<file path="config.mk">
export PLATFORM = sky130hd
export DESIGN_NAME = uart_tx_engine
export DESIGN_NICKNAME = d
export VERILOG_FILES = /design/src/rtl/uart_pkg.sv /design/src/rtl/uart_bit_timer.sv /design/src/rtl/uart_tx_engine.sv
export SDC_FILE = /design/constraint.sdc
export NUM_CORES = 1
export LEC_CHECK = 0
export CORE_MARGIN = 1.5
export CORE_UTILIZATION = 45
export CTS_CLUSTER_SIZE = 14
export DETAILED_ROUTE_END_ITERATION = 12
export HOLD_SLACK_MARGIN = 0.12
export PLACE_DENSITY = 0.79
export SLEW_MARGIN = 20
export SYNTH_ARGS = -nofsm -noshare
export SYNTH_HDL_FRONTEND = slang
export SYNTH_SLANG_ARGS = --single-unit
</file>
<file path="constraint.sdc">
create_clock -name Baud_Clk -period 4.6 [get_ports Baud_Clk]
set_clock_uncertainty 0.15 [all_clocks]
set_input_delay 0.92 -clock Baud_Clk [delete_from_list [all_inputs] [get_ports Baud_Clk]]
set_output_delay 0.92 -clock Baud_Clk [all_outputs]
set_load 0.02 [all_outputs]
</file>
<file path="src/rtl/uart_pkg.sv">
// Shared types and legal parameter ranges for the UART transmit path.
package uart_pkg;

  typedef enum logic [2:0] {
    TX_IDLE       = 3'b000,
    TX_START_BIT  = 3'b001,
    TX_DATA_BIT   = 3'b010,
    TX_PARITY_BIT = 3'b011,
    TX_STOP_BIT   = 3'b100
  } tx_state_t;

  localparam int DATA_BITS_MIN  = 5;
  localparam int DATA_BITS_MAX  = 9;
  localparam int STOP_BITS_MIN  = 1;
  localparam int STOP_BITS_MAX  = 2;
  localparam int OVERSAMPLE_MIN = 2;

endpackage

</file>
<file path="src/rtl/uart_bit_timer.sv">
// Oversample tick counter: counts 0..OVERSAMPLE-1, flags the last tick of a bit,
// and restarts from zero whenever i_clear is high.
module uart_bit_timer #(
  parameter int OVERSAMPLE = 16
) (
  input  logic clk,
  input  logic rst_n,
  input  logic i_clear,
  output logic o_bit_end
);

  localparam int CNT_W = $clog2(OVERSAMPLE);
  localparam logic [CNT_W-1:0] LAST_TICK = CNT_W'(OVERSAMPLE - 1);

  logic [CNT_W-1:0] r_tick;

  // NOTE: sequential state is updated with <= so every flop samples pre-edge values.
  always_ff @(posedge clk or negedge rst_n) begin
    if (!rst_n) begin
      r_tick <= '0;
    end else if (i_clear || o_bit_end) begin
      r_tick <= '0;
    end else begin
      r_tick <= r_tick + CNT_W'(1);
    end
  end

  assign o_bit_end = (r_tick == LAST_TICK);

endmodule

</file>
<file path="src/rtl/uart_tx_engine.sv">
// UART transmit engine: start bit, LSB-first data, optional parity, 1-2 stop bits.
// Parity stage is present only when UART_TX_PARITY_EN is defined.
module uart_tx_engine
  import uart_pkg::*;
#(
  parameter int DATA_BITS  = 8,
  parameter int OVERSAMPLE = 16,
  parameter int STOP_BITS  = 1
) (
  input  logic                 Baud_Clk,
  input  logic                 Reset,
  input  logic                 Tx_start,
  input  logic [DATA_BITS-1:0] Tx_data,
  input  logic                 Parity_odd,
  output logic                 Tx_ready,
  output logic                 Tx_busy,
  output logic                 Tx_done,
  output logic                 Tx_serial
);

  localparam int BIT_CNT_W = $clog2(DATA_BITS + 1);

  if (DATA_BITS < DATA_BITS_MIN || DATA_BITS > DATA_BITS_MAX ||
      STOP_BITS < STOP_BITS_MIN || STOP_BITS > STOP_BITS_MAX ||
      OVERSAMPLE < OVERSAMPLE_MIN) begin : g_param_check
    $error("uart_tx_engine: illegal DATA_BITS, STOP_BITS or OVERSAMPLE");
  end

  tx_state_t            r_state, w_state_next;
  logic [DATA_BITS-1:0] r_shift, w_shift_next;
  logic [BIT_CNT_W-1:0] r_bit_cnt, w_bit_cnt_next;
  logic                 r_stop_cnt, w_stop_cnt_next;
  logic                 r_serial, w_serial_next;
  logic                 w_bit_end;
  logic                 w_timer_clear;
  logic                 w_done;
  logic                 w_accept;

  assign w_accept = (r_state == TX_IDLE) && Tx_start;

`ifdef UART_TX_PARITY_EN
  logic r_parity;

  // Parity is frozen at capture so later Tx_data/Parity_odd changes cannot alter it.
  always_ff @(posedge Baud_Clk or negedge Reset) begin
    if (!Reset) begin
      r_parity <= 1'b0;
    end else if (w_accept) begin
      r_parity <= (^Tx_data) ^ Parity_odd;
    end
  end
`else
  logic w_unused_parity_odd;
  assign w_unused_parity_odd = Parity_odd;
`endif

  // Every state entry restarts bit timing; IDLE holds the counter at zero.
  assign w_timer_clear = (w_state_next != r_state) || (r_state == TX_IDLE);

  uart_bit_timer #(
    .OVERSAMPLE (OVERSAMPLE)
  ) u_bit_timer (
    .clk       (Baud_Clk),
    .rst_n     (Reset),
    .i_clear   (w_timer_clear),
    .o_bit_end (w_bit_end)
  );

  // NOTE: every always_comb output gets a default first, so no path infers a latch.
  always_comb begin
    w_state_next    = r_state;
    w_shift_next    = r_shift;
    w_bit_cnt_next  = r_bit_cnt;
    w_stop_cnt_next = r_stop_cnt;
    w_done          = 1'b0;

    case (r_state)
      TX_IDLE: begin
        if (Tx_start) begin
          w_shift_next = Tx_data;
          w_state_next = TX_START_BIT;
        end
      end
      TX_START_BIT: begin
        if (w_bit_end) w_state_next = TX_DATA_BIT;
      end
      TX_DATA_BIT: begin
        if (w_bit_end) begin
          w_shift_next = r_shift >> 1;
          if (r_bit_cnt == BIT_CNT_W'(DATA_BITS - 1)) begin
            w_bit_cnt_next = '0;
`ifdef UART_TX_PARITY_EN
            w_state_next   = TX_PARITY_BIT;
`else
            w_state_next   = TX_STOP_BIT;
`endif
          end else begin
            w_bit_cnt_next = r_bit_cnt + BIT_CNT_W'(1);
          end
        end
      end
`ifdef UART_TX_PARITY_EN
      TX_PARITY_BIT: begin
        if (w_bit_end) w_state_next = TX_STOP_BIT;
      end
`endif
      TX_STOP_BIT: begin
        if (w_bit_end) begin
          if (r_stop_cnt == 1'(STOP_BITS - 1)) begin
            w_done          = 1'b1;
            w_stop_cnt_next = 1'b0;
            w_state_next    = TX_IDLE;
          end else begin
            w_stop_cnt_next = 1'b1;
          end
        end
      end
      default: begin
        w_state_next    = TX_IDLE;
        w_bit_cnt_next  = '0;
        w_stop_cnt_next = 1'b0;
      end
    endcase
  end

  // Line level is decoded from the next state so Tx_serial is a clean flop output.
  always_comb begin
    w_serial_next = 1'b1;
    case (w_state_next)
      TX_START_BIT:  w_serial_next = 1'b0;
      TX_DATA_BIT:   w_serial_next = w_shift_next[0];
`ifdef UART_TX_PARITY_EN
      TX_PARITY_BIT: w_serial_next = r_parity;
`endif
      default:       w_serial_next = 1'b1;
    endcase
  end

  always_ff @(posedge Baud_Clk or negedge Reset) begin
    if (!Reset) begin
      r_state    <= TX_IDLE;
      r_shift    <= '0;
      r_bit_cnt  <= '0;
      r_stop_cnt <= 1'b0;
      r_serial   <= 1'b1;
    end else begin
      r_state    <= w_state_next;
      r_shift    <= w_shift_next;
      r_bit_cnt  <= w_bit_cnt_next;
      r_stop_cnt <= w_stop_cnt_next;
      r_serial   <= w_serial_next;
    end
  end

  assign Tx_ready  = (r_state == TX_IDLE);
  assign Tx_busy   = ~Tx_ready;
  assign Tx_done   = w_done;
  assign Tx_serial = r_serial;

endmodule
</file>
==> results.py, run 1 <==
metrics = {
    "run_status": {
        "outcome": "finished clean",
    },
    "logic_synthesis": {
        "netlist.area_leader.share": 0.488,
        "synth.lib_cells_used.distinct": 38,
        "syn_area_per_cell_um2": 9.95,
        "synth_cells": 103,
        "synth.net_count": 117,
        "yosys_warnings": 0,
        "number_of_synthesized_flops_with_an_enable_pin": 0,
        "synth_ff_type": "sky130_fd_sc_hd__dfrtp_1",
        "async_reset_ff_frac": 1.00,
        "synth-seq-cells": 21,
        "synthesis.area_mm2": 0.00102,
        "ys_seq_area_frac": 0.514,
        "synthTopCellsByArea": "sky130_fd_sc_hd__dfrtp_1, sky130_fd_sc_hd__nand2_1, sky130_fd_sc_hd__a22oi_1",
        "yosysTopAreaCell": "sky130_fd_sc_hd__dfrtp_1",
    },
    "cts": {
        "postCtsResizedCells": 0,
        "cts_buffer_depth": 2,
        "cts-root-buf": "sky130_fd_sc_hd__clkbuf_4",
        "cts.hold.buffers_added": 0,
        "cts-htree-levels": 1,
        "numCtsBuffers": 3,
        "clk_pin_slew_ns": 0.12,
        "postCtsSetupBuffers": 0,
        "tritoncts_clock_tree": "done",
        "cts.sinks": 21,
        "clock_latency_ns": 0.30,
    },
    "die": {
        "design.die.area_mm2": 0.00257,
        "coreArea_mm2": 0.00219,
        "floorplan.initialDensity": 0.468,
        "rows": 17,
        "fp.dieH_um": 50.7,
        "floorplan.io_pins": 16,
        "die_w_um": 50.7,
    },
    "place": {
        "post-place-ws_ns": 1.77,
        "detailedPlacementHpwl_mm": 1.45,
        "dp.cells": 141,
        "gp_congestion": 0.804,
        "port_buffers": 14,
    },
    "worst_hold_path": {
        "worst_hold_path_cells": 1,
        "min_from": "u_bit_timer.r_tick[0]",
        "hold-path-endpoint": "u_bit_timer.r_tick[0]",
        "hold_class": "register to register",
    },
    "route": {
        "1st_iter_drt_viols": 18,
        "drc_errors": 0,
        "detail_route.wirelength_mm": 1.95,
        "ant_nets": 0,
        "num_vias": 811,
        "route.detailed.vias_per_inst": 5.59,
        "detail_route.first_pass.iterations": 5,
        "route.detailed.wl_per_inst_um": 13.5,
    },
    "power": {
        "power_frac_seq": 0.504,
        "internal_power_mw": 0.379,
        "power.clock.fraction": 0.152,
        "leakagePower_nw": 0.550,
        "sw_frac_of_total": 0.352,
        "p_comb_frac": 0.344,
        "pwr_density_cell_mw_per_mm2": 487,
        "switchingPower_mw": 0.205,
        "peakVddDrop_mv": 0.319,
    },
    "grt": {
        "vias_in_the_first_global_route": 753,
        "global_route_wire_length_before_repair_mm": 3.29,
        "grt_start_max_net_pins": 22,
        "grt_antenna_before_repair": 0,
        "grt_overflow_total": 0,
        "grt_usage": 0.169,
    },
    "sta": {
        "worst_slack_ns": 1.43,
        "part_of_the_cycle_the_worst_path_needs": 0.688,
        "timing.final.crit_period_ns": 3.17,
        "setup_violations": 0,
        "fmaxAchievable_mhz": 316,
        "timing.slew.headroom": 0.398,
        "final_hold_viol_count": 0,
        "rsz0062_at_grt": "false",
        "finalSetupTns_ns": 0,
        "max_slew_violation_count": 0,
        "tightest_slew_ns": 0.900,
    },
    "setup_path": {
        "critPathArrivalTime_ns": 2.10,
        "worst-r2r-cell-count": 4,
        "flop2flop_setup_slack_ns": 2.59,
        "worstPathRequired_ns": 3.53,
        "reg2reg_from": "r_state[0]",
        "cp_max_fo": 8,
        "timing.critical_path.to_type": "output port",
        "worstSetupStartpointType": "register",
        "worst-setup-path-type": "register to output port",
        "crit-reg2reg-capture": "Tx_serial",
    },
    "finish": {
        "final_layout_size_suffix_gt1_frac": 0.0769,
        "mostFrequentLayoutCells": "sky130_fd_sc_hd__dfrtp_1, sky130_fd_sc_hd__nand2_1, sky130_fd_sc_hd__clkdlybuf4s50_1",
        "finish.cell_count_without_fillers": 145,
        "antenna_cells": 0,
        "layout-area-overhead-vs-synth_pct": 17.1,
        "layout_commonest_cell": "sky130_fd_sc_hd__dfrtp_1",
        "num-nets-final": 132,
        "core_utilization_of_the_finished_layout": 0.548,
    },
    "flow_run": {
        "maxCapViolCount": 0,
    },
}
## per-stage QoR
stage	instance area, um^2	total power [mW]	hold WS [ns]
2_1_floorplan	1020	0.428	0.283
3_3_place_gp	1170	0.485	0.298
3_5_place_dp	1170	0.499	0.314
4_1_cts	1200	0.586	0.331
5_1_grt	1200	0.629	0.365
6_report	1200	0.584	0.331
## cell type report
class                   count  area, um^2
flip-flops and latches     21         527
fillers                   199         991
repair buffers             15         148
multi-input cells          73         448
clock buffers               3        22.5
inverters                   4        15.0
clock inverters             1        5.00
well taps                  28        35.0
## sequential cells by signal, indices dropped and copies added (netlist names)
signal	count
r_stop_cnt	1
r_bit_cnt	4
u_bit_timer.r_tick	4
Tx_serial	1
r_shift	8
r_state	3
## cells in the mapped netlist (all sizes together) (2+ instances only)
master,number
nand3,3
a211o,2
dfrtp,20
clkbuf,2
inv,4
nor2,8
o21ba,2
o21ai,6
nor2b,2
a31oi,2
a21oi,5
ha,2
a22oi,6
nand2,16
buf,3
## worst max-delay path by stage
stage,from,end,slack (ns)
final,u_bit_timer.r_tick[0],Tx_done,1.43
after global routing,u_bit_timer.r_tick[0],Tx_done,1.26
after CTS,u_bit_timer.r_tick[0],Tx_done,1.42
after detailed placement,u_bit_timer.r_tick[0],Tx_done,1.77
after global placement,u_bit_timer.r_tick[0],Tx_done,1.79
after floorplan,u_bit_timer.r_tick[0],Tx_done,2.21
## cells by family (layout without fill, tap and decap cells)
group / Yosys count / count (layout) / synth area share
adder cells (fa/ha/maj): 2 / 2 / 0.0244
XOR/XNOR: 2 / 2 / 0.0171
AO/OA/AOI/OAI: 31 / 31 / 0.219
buffers and inverters: 9 / 23 / 0.0488
flip-flops: 21 / 21 / 0.514
AND/OR/NAND/NOR: 38 / 38 / 0.177
## critical path, stage by stage, from the launching register on
cell,delay [ns]
sky130_fd_sc_hd__dfrtp_1,0.39
sky130_fd_sc_hd__ha_1,0.23
sky130_fd_sc_hd__nand3_1,0.27
sky130_fd_sc_hd__nor3_1,0.26
sky130_fd_sc_hd__clkdlybuf4s50_1,0.63
## metal layers
metal | vias up | routed length, um | track usage
li1 | 395 | - | -
met1 | 395 | 889 | 0.224
met2 | 17 | 986 | 0.292
met3 | 4 | 62 | 0.0179
met4 | 0 | 15 | 0.0541
met5 | - | 0 | 0
## power groups by stage
stage / sequential (mW) / combinational [mW] / clock (mW)
2_1_floorplan: 0.283 / 0.145 / 0
3_3_place_gp: 0.292 / 0.193 / 0
3_5_place_dp: 0.297 / 0.202 / 0
4_1_cts: 0.294 / 0.203 / 0.0885
5_1_grt: 0.304 / 0.228 / 0.0972
6_report: 0.294 / 0.201 / 0.0888
No activity file was read; power rests on OpenSTA's default activity.
==> inputs of run 2 (changes only) <==
==> constraint.sdc (replaced) <==
create_clock -name Baud_Clk -period 3.1 [get_ports Baud_Clk]
set_clock_uncertainty 0.15 [all_clocks]
set_input_delay 0.62 -clock Baud_Clk [delete_from_list [all_inputs] [get_ports Baud_Clk]]
set_output_delay 0.62 -clock Baud_Clk [all_outputs]
set_load 0.02 [all_outputs]
==> run 2 against run 1 <==
Flip-flop and latch count is the same. Clock power is 44% higher. Via count is 2.0% lower. Critical path depth unchanged. Sequential share of layout area about the same. Hold slack got worse by 0.0099 ns. Global-route usage decreased by 0.23 points. Final cell count stayed put.
==> results.py, run 2 (synthesis gave the netlist of run 1 again) <==
metrics = {
    "finish": {
        "layout_commonest_cell": "sky130_fd_sc_hd__dfrtp_1",
        "antenna_cells": 0,
        "mostFrequentLayoutCells": "sky130_fd_sc_hd__dfrtp_1, sky130_fd_sc_hd__nand2_1, sky130_fd_sc_hd__clkdlybuf4s50_1",
        "num-nets-final": 132,
        "final_layout_size_suffix_gt1_frac": 0.0684,
        "largest_register_ff_count": 8,
        "regMostFlops": "r_shift",
        "finish.cell_count_without_fillers": 145,
        "layout-area-overhead-vs-synth_pct": 17.0,
        "biggestRegsByFlops": "r_shift (8), r_bit_cnt (4), u_bit_timer.r_tick (4)",
    },
    "place": {
        "dp.cells": 141,
        "post-place-ws_ns": 0.598,
        "port_buffers": 14,
        "detailedPlacementHpwl_mm": 1.36,
        "gp_congestion": 0.814,
    },
    "flow_run": {
        "maxCapViolCount": 0,
    },
    "setup_path": {
        "critical-path-max-stage-delay_ns": 0.63,
        "critPathArrivalTime_ns": 2.06,
        "critical-path-slowest-cell": "sky130_fd_sc_hd__clkdlybuf4s50_1",
        "cp_max_fo": 8,
        "flop2flop_setup_slack_ns": 1.09,
        "worst-setup-path-type": "register to output port",
        "timing.critical_path.to_type": "output port",
        "crit_path_cell_trace": "ha_1 > nand3_1 > nor3_1 > clkdlybuf4s50_1",
        "worstSetupStartpointType": "register",
        "worstPathRequired_ns": 2.33,
    },
    "sta": {
        "timing.final.crit_period_ns": 2.83,
        "final_hold_viol_count": 0,
        "fmaxAchievable_mhz": 354,
        "part_of_the_cycle_the_worst_path_needs": 0.912,
        "worst_slack_ns": 0.274,
        "max_slew_violation_count": 0,
        "timing.slew.headroom": 0.378,
        "tightest_slew_ns": 0.930,
        "finalSetupTns_ns": 0,
        "rsz0062_at_grt": "false",
        "hold-worst-slack_ns": 0.321,
        "setup_violations": 0,
    },
    "route": {
        "route.detailed.vias_per_inst": 5.48,
        "detail_route.wirelength_mm": 1.84,
        "num_vias": 795,
        "1st_iter_drt_viols": 19,
        "drc_errors": 0,
        "ant_nets": 0,
        "route.detailed.wl_per_inst_um": 12.7,
        "detail_route.first_pass.iterations": 5,
    },
    "cts": {
        "cts-htree-levels": 1,
        "tritoncts_clock_tree": "done",
        "numCtsBuffers": 3,
        "clock_latency_ns": 0.30,
        "cts_buffer_depth": 2,
        "cts.hold.buffers_added": 0,
        "postCtsResizedCells": 0,
        "clk_pin_slew_ns": 0.10,
        "postCtsSetupBuffers": 0,
        "cts-root-buf": "sky130_fd_sc_hd__clkbuf_4",
        "cts.sinks": 21,
    },
    "worst_hold_path": {
        "hold_class": "register to register",
    },
    "run_status": {
        "outcome": "finished clean",
    },
    "die": {
        "fp.dieH_um": 50.7,
        "coreArea_mm2": 0.00219,
        "rows": 17,
        "floorplan.io_pins": 16,
        "floorplan.initialDensity": 0.468,
        "die_w_um": 50.7,
        "design.die.area_mm2": 0.00257,
    },
    "grt": {
        "vias_in_the_first_global_route": 729,
        "grt_overflow_total": 0,
        "global_route_wire_length_before_repair_mm": 3.23,
        "grt_usage": 0.167,
        "grt_antenna_before_repair": 0,
        "grt_start_max_net_pins": 22,
    },
    "power": {
        "peakVddDrop_mv": 0.523,
        "leakagePower_nw": 0.547,
        "pwr_density_cell_mw_per_mm2": 717,
    },
}
## run 2: path summary, 6_finish.rpt
path | start | to | cells past startpoint
max | u_bit_timer.r_tick[0] | Tx_done | 4
max in group asynchronous | Reset | r_state[2] | 1
min | u_bit_timer.r_tick[0] | u_bit_timer.r_tick[0] | 1
min reg2reg | u_bit_timer.r_tick[0] | u_bit_timer.r_tick[0] | 1
max reg2reg | r_state[0] | Tx_serial | 4
min in group asynchronous | Reset | r_bit_cnt[3] | 1
## run 2: layer usage
| metal | vias to the layer above | global-route usage | share of wire |
|---|---|---|---|
| met1 | 381 | 0.220 | 0.47 |
| met5 | - | 0 | 0 |
| li1 | 393 | - | - |
| met3 | 4 | 0.0179 | 0.031 |
| met2 | 17 | 0.274 | 0.48 |
| met4 | 0 | 0.0811 | 0.017 |
## run 2: through the flow
stage / area (um^2) / total power, mW / util
after detailed placement: 1170 / 0.737 / 0.535
after floorplan: 1020 / 0.635 / -
after CTS: 1200 / 0.867 / 0.547
after global placement: 1170 / 0.721 / 0.535
after global routing: 1200 / 0.922 / 0.547
final: 1200 / 0.859 / 0.547
## run 2: worst max-delay path, delay by kind of cell (launching register included)
| family | cells | cell delay [ns] |
|---|---|---|
| buf+inv | 1 | 0.63 |
| simple gates | 2 | 0.51 |
| flops | 1 | 0.39 |
| fa+ha+maj | 1 | 0.24 |
## run 2: layout make-up
cell class | count | area, um^2
Fill cell | 196 | 992
Sequential cell | 21 | 527
Multi-Input combinational cell | 73 | 448
Timing Repair Buffer | 15 | 148
Tap cell | 28 | 35.0
Clock buffer | 4 | 26.3
Inverter | 4 | 15.0
## run 2: power breakdown
group,switching (mW),internal [mW]
sequential,0.0696,0.366
combinational,0.148,0.147
clock,0.0781,0.0502
==> inputs of run 3 (changes only) <==
--- a/config.mk
+++ b/config.mk
@@ -6,11 +6,11 @@
 export NUM_CORES = 1
 export LEC_CHECK = 0
 export CORE_MARGIN = 1.5
-export CORE_UTILIZATION = 45
+export CORE_UTILIZATION = 51
 export CTS_CLUSTER_SIZE = 14
 export DETAILED_ROUTE_END_ITERATION = 12
 export HOLD_SLACK_MARGIN = 0.12
-export PLACE_DENSITY = 0.79
+export PLACE_DENSITY = 0.86
 export SLEW_MARGIN = 20
 export SYNTH_ARGS = -nofsm -noshare
 export SYNTH_HDL_FRONTEND = slang
==> run 3 against run 2 <==
Register-to-register slack worse by 0.02 ns. First-iteration DRC count is 26% lower. Hold slack worse by 0.0012 ns. Clock power about the same. Wire length decreased by 0.60%. Sequential power about the same. Clock-buffer cell count fell by 1. Utilization grew 8.0 points. Final area is 0.63% higher. Via count increased by 2.1%. Sequential share of layout area fell by 0.27 points. Critical path type unchanged. Critical endpoint unchanged. Largest power group unchanged.
==> results.py, run 3 (synthesis gave the netlist of run 1 again) <==
metrics = {
    "cts": {
        "postCtsSetupBuffers": 0,
        "cts-root-buf": "sky130_fd_sc_hd__clkbuf_4",
        "tritoncts_clock_tree": "done",
        "cts-htree-levels": 1,
        "cts.sinks": 21,
        "numCtsBuffers": 3,
        "cts.hold.buffers_added": 0,
        "clk_pin_slew_ns": 0.10,
        "clock_latency_ns": 0.30,
        "cts_buffer_depth": 2,
        "postCtsResizedCells": 0,
    },
    "route": {
        "met1Wirelength_um": 810,
        "routed-wl-met2_um": 929,
        "detail_route.wirelength_mm": 1.83,
        "1st_iter_drt_viols": 14,
        "met3_wirelength_um": 66,
        "route.top_layer_used": "met4",
        "num_vias": 812,
        "ant_nets": 0,
        "route.detailed.vias_per_inst": 5.60,
        "detail_route.first_pass.iterations": 4,
        "route.detailed.wl_per_inst_um": 12.6,
        "drc_errors": 0,
    },
    "power": {
        "peakVddDrop_mv": 0.474,
        "pwr_density_cell_mw_per_mm2": 709,
        "leakagePower_nw": 0.554,
    },
    "place": {
        "port_buffers": 14,
        "gp_congestion": 0.879,
        "placedInstanceArea_mm2": 0.00118,
        "detailedPlacementHpwl_mm": 1.36,
    },
    "sta": {
        "final_hold_viol_count": 0,
        "timing.slew.headroom": 0.396,
        "finalSetupTns_ns": 0,
        "rsz0062_at_grt": "false",
        "setup_violations": 0,
        "timing.final.crit_period_ns": 2.66,
        "tightest_slew_ns": 0.903,
        "max_slew_violation_count": 0,
        "part_of_the_cycle_the_worst_path_needs": 0.858,
        "fmaxAchievable_mhz": 376,
    },
    "finish": {
        "layout-area-overhead-vs-synth_pct": 17.7,
        "layout.filler_cells": 180,
        "layout_commonest_cell": "sky130_fd_sc_hd__dfrtp_1",
        "largest_register_ff_count": 8,
        "final_layout_size_suffix_gt1_frac": 0.0847,
        "mostFrequentLayoutCells": "sky130_fd_sc_hd__dfrtp_1, sky130_fd_sc_hd__nand2_1, sky130_fd_sc_hd__clkdlybuf4s50_1",
        "regMostFlops": "r_shift",
        "core_utilization_of_the_finished_layout": 0.628,
        "num-nets-final": 133,
        "antenna_cells": 0,
        "biggestRegsByFlops": "r_shift (8), r_bit_cnt (4), u_bit_timer.r_tick (4)",
        "design_area_mm2": 0.00121,
    },
    "die": {
        "rows": 16,
        "design.die.area_mm2": 0.00229,
        "coreArea_mm2": 0.00192,
        "floorplan.initialDensity": 0.533,
        "die_w_um": 47.8,
        "floorplan.io_pins": 16,
        "fp.dieH_um": 47.8,
    },
    "flow_run": {
        "maxCapViolCount": 0,
    },
    "setup_path": {
        "worstPathRequired_ns": 2.33,
        "critical-path-slowest-cell": "sky130_fd_sc_hd__clkdlybuf4s50_1",
        "worst-setup-path-type": "register to output port",
        "critical-path-max-stage-delay_ns": 0.64,
        "cp_max_fo": 4,
        "worstSetupStartpointType": "register",
        "timing.critical_path.to_type": "output port",
        "critPathArrivalTime_ns": 1.89,
        "crit_path_cell_trace": "ha_1 > nand3_1 > nor3_1 > clkdlybuf4s50_1",
    },
    "grt": {
        "grt_overflow_total": 0,
        "global_route_wire_length_before_repair_mm": 2.95,
        "grt_usage": 0.190,
        "grt_start_max_net_pins": 22,
        "grt_antenna_before_repair": 0,
        "vias_in_the_first_global_route": 699,
    },
    "run_status": {
        "outcome": "finished clean",
    },
    "worst_hold_path": {
        "hold_class": "register to register",
    },
}
[run 3: changes by cell type in the layout (fill, tap and decap cells not counted), sizes merged]
cell	change
clkbuf	-1
buf	+1
clkinv	+1
[run 3: stage by stage]
step | std cells | hold slack (ns) | worst slack (ns) | power, mW
after floorplan | 103 | 0.174 | 1.01 | 0.635
after detailed placement | 141 | 0.309 | 0.736 | 0.739
final | 145 | 0.320 | 0.441 | 0.856
after global routing | 145 | 0.345 | 0.323 | 0.930
after CTS | 145 | 0.324 | 0.400 | 0.869
after global placement | 141 | 0.298 | 0.730 | 0.721
[run 3: final timing paths]
path | from | end | slack, ns | cells after the start
max in group asynchronous | Reset | r_shift[1] | 1.58 | 1
min reg2reg | u_bit_timer.r_tick[0] | u_bit_timer.r_tick[0] | 0.32 | 1
min | u_bit_timer.r_tick[0] | u_bit_timer.r_tick[0] | 0.32 | 1
min in group asynchronous | Reset | r_bit_cnt[3] | 0.66 | 1
max reg2reg | r_state[0] | Tx_serial | 1.07 | 4
max | u_bit_timer.r_tick[0] | Tx_done | 0.44 | 4
[run 3: worst max-delay path, delay by kind of cell (launching register included)]
kind          cells  cell delay [ns]
simple gates      2             0.35
buf+inv           1             0.64
flops             1             0.39
fa+ha+maj         1             0.23
[run 3: power breakdown]
part / switching (mW) / internal (mW)
Clock: 0.0783 / 0.0481
Combinational: 0.147 / 0.148
Sequential: 0.0678 / 0.366
[run 3: area by class of cell]
cell class                 count  area, um^2  area share
sequential                    21         527       0.437
tap                           27        33.8      0.0280
clock inverter                 1        5.00     0.00415
multi-input combinational     73         448       0.371
clock buffer                   3        22.5      0.0187
inverter                       4        15.0      0.0124
timing repair buffer          16         155       0.129
[run 3: per-layer routing]
metal / vias up / track usage
li1: 395 / -
met1: 393 / 0.238
met2: 20 / 0.304
met3: 4 / 0.0453
met4: 0 / 0.0973
met5: - / 0
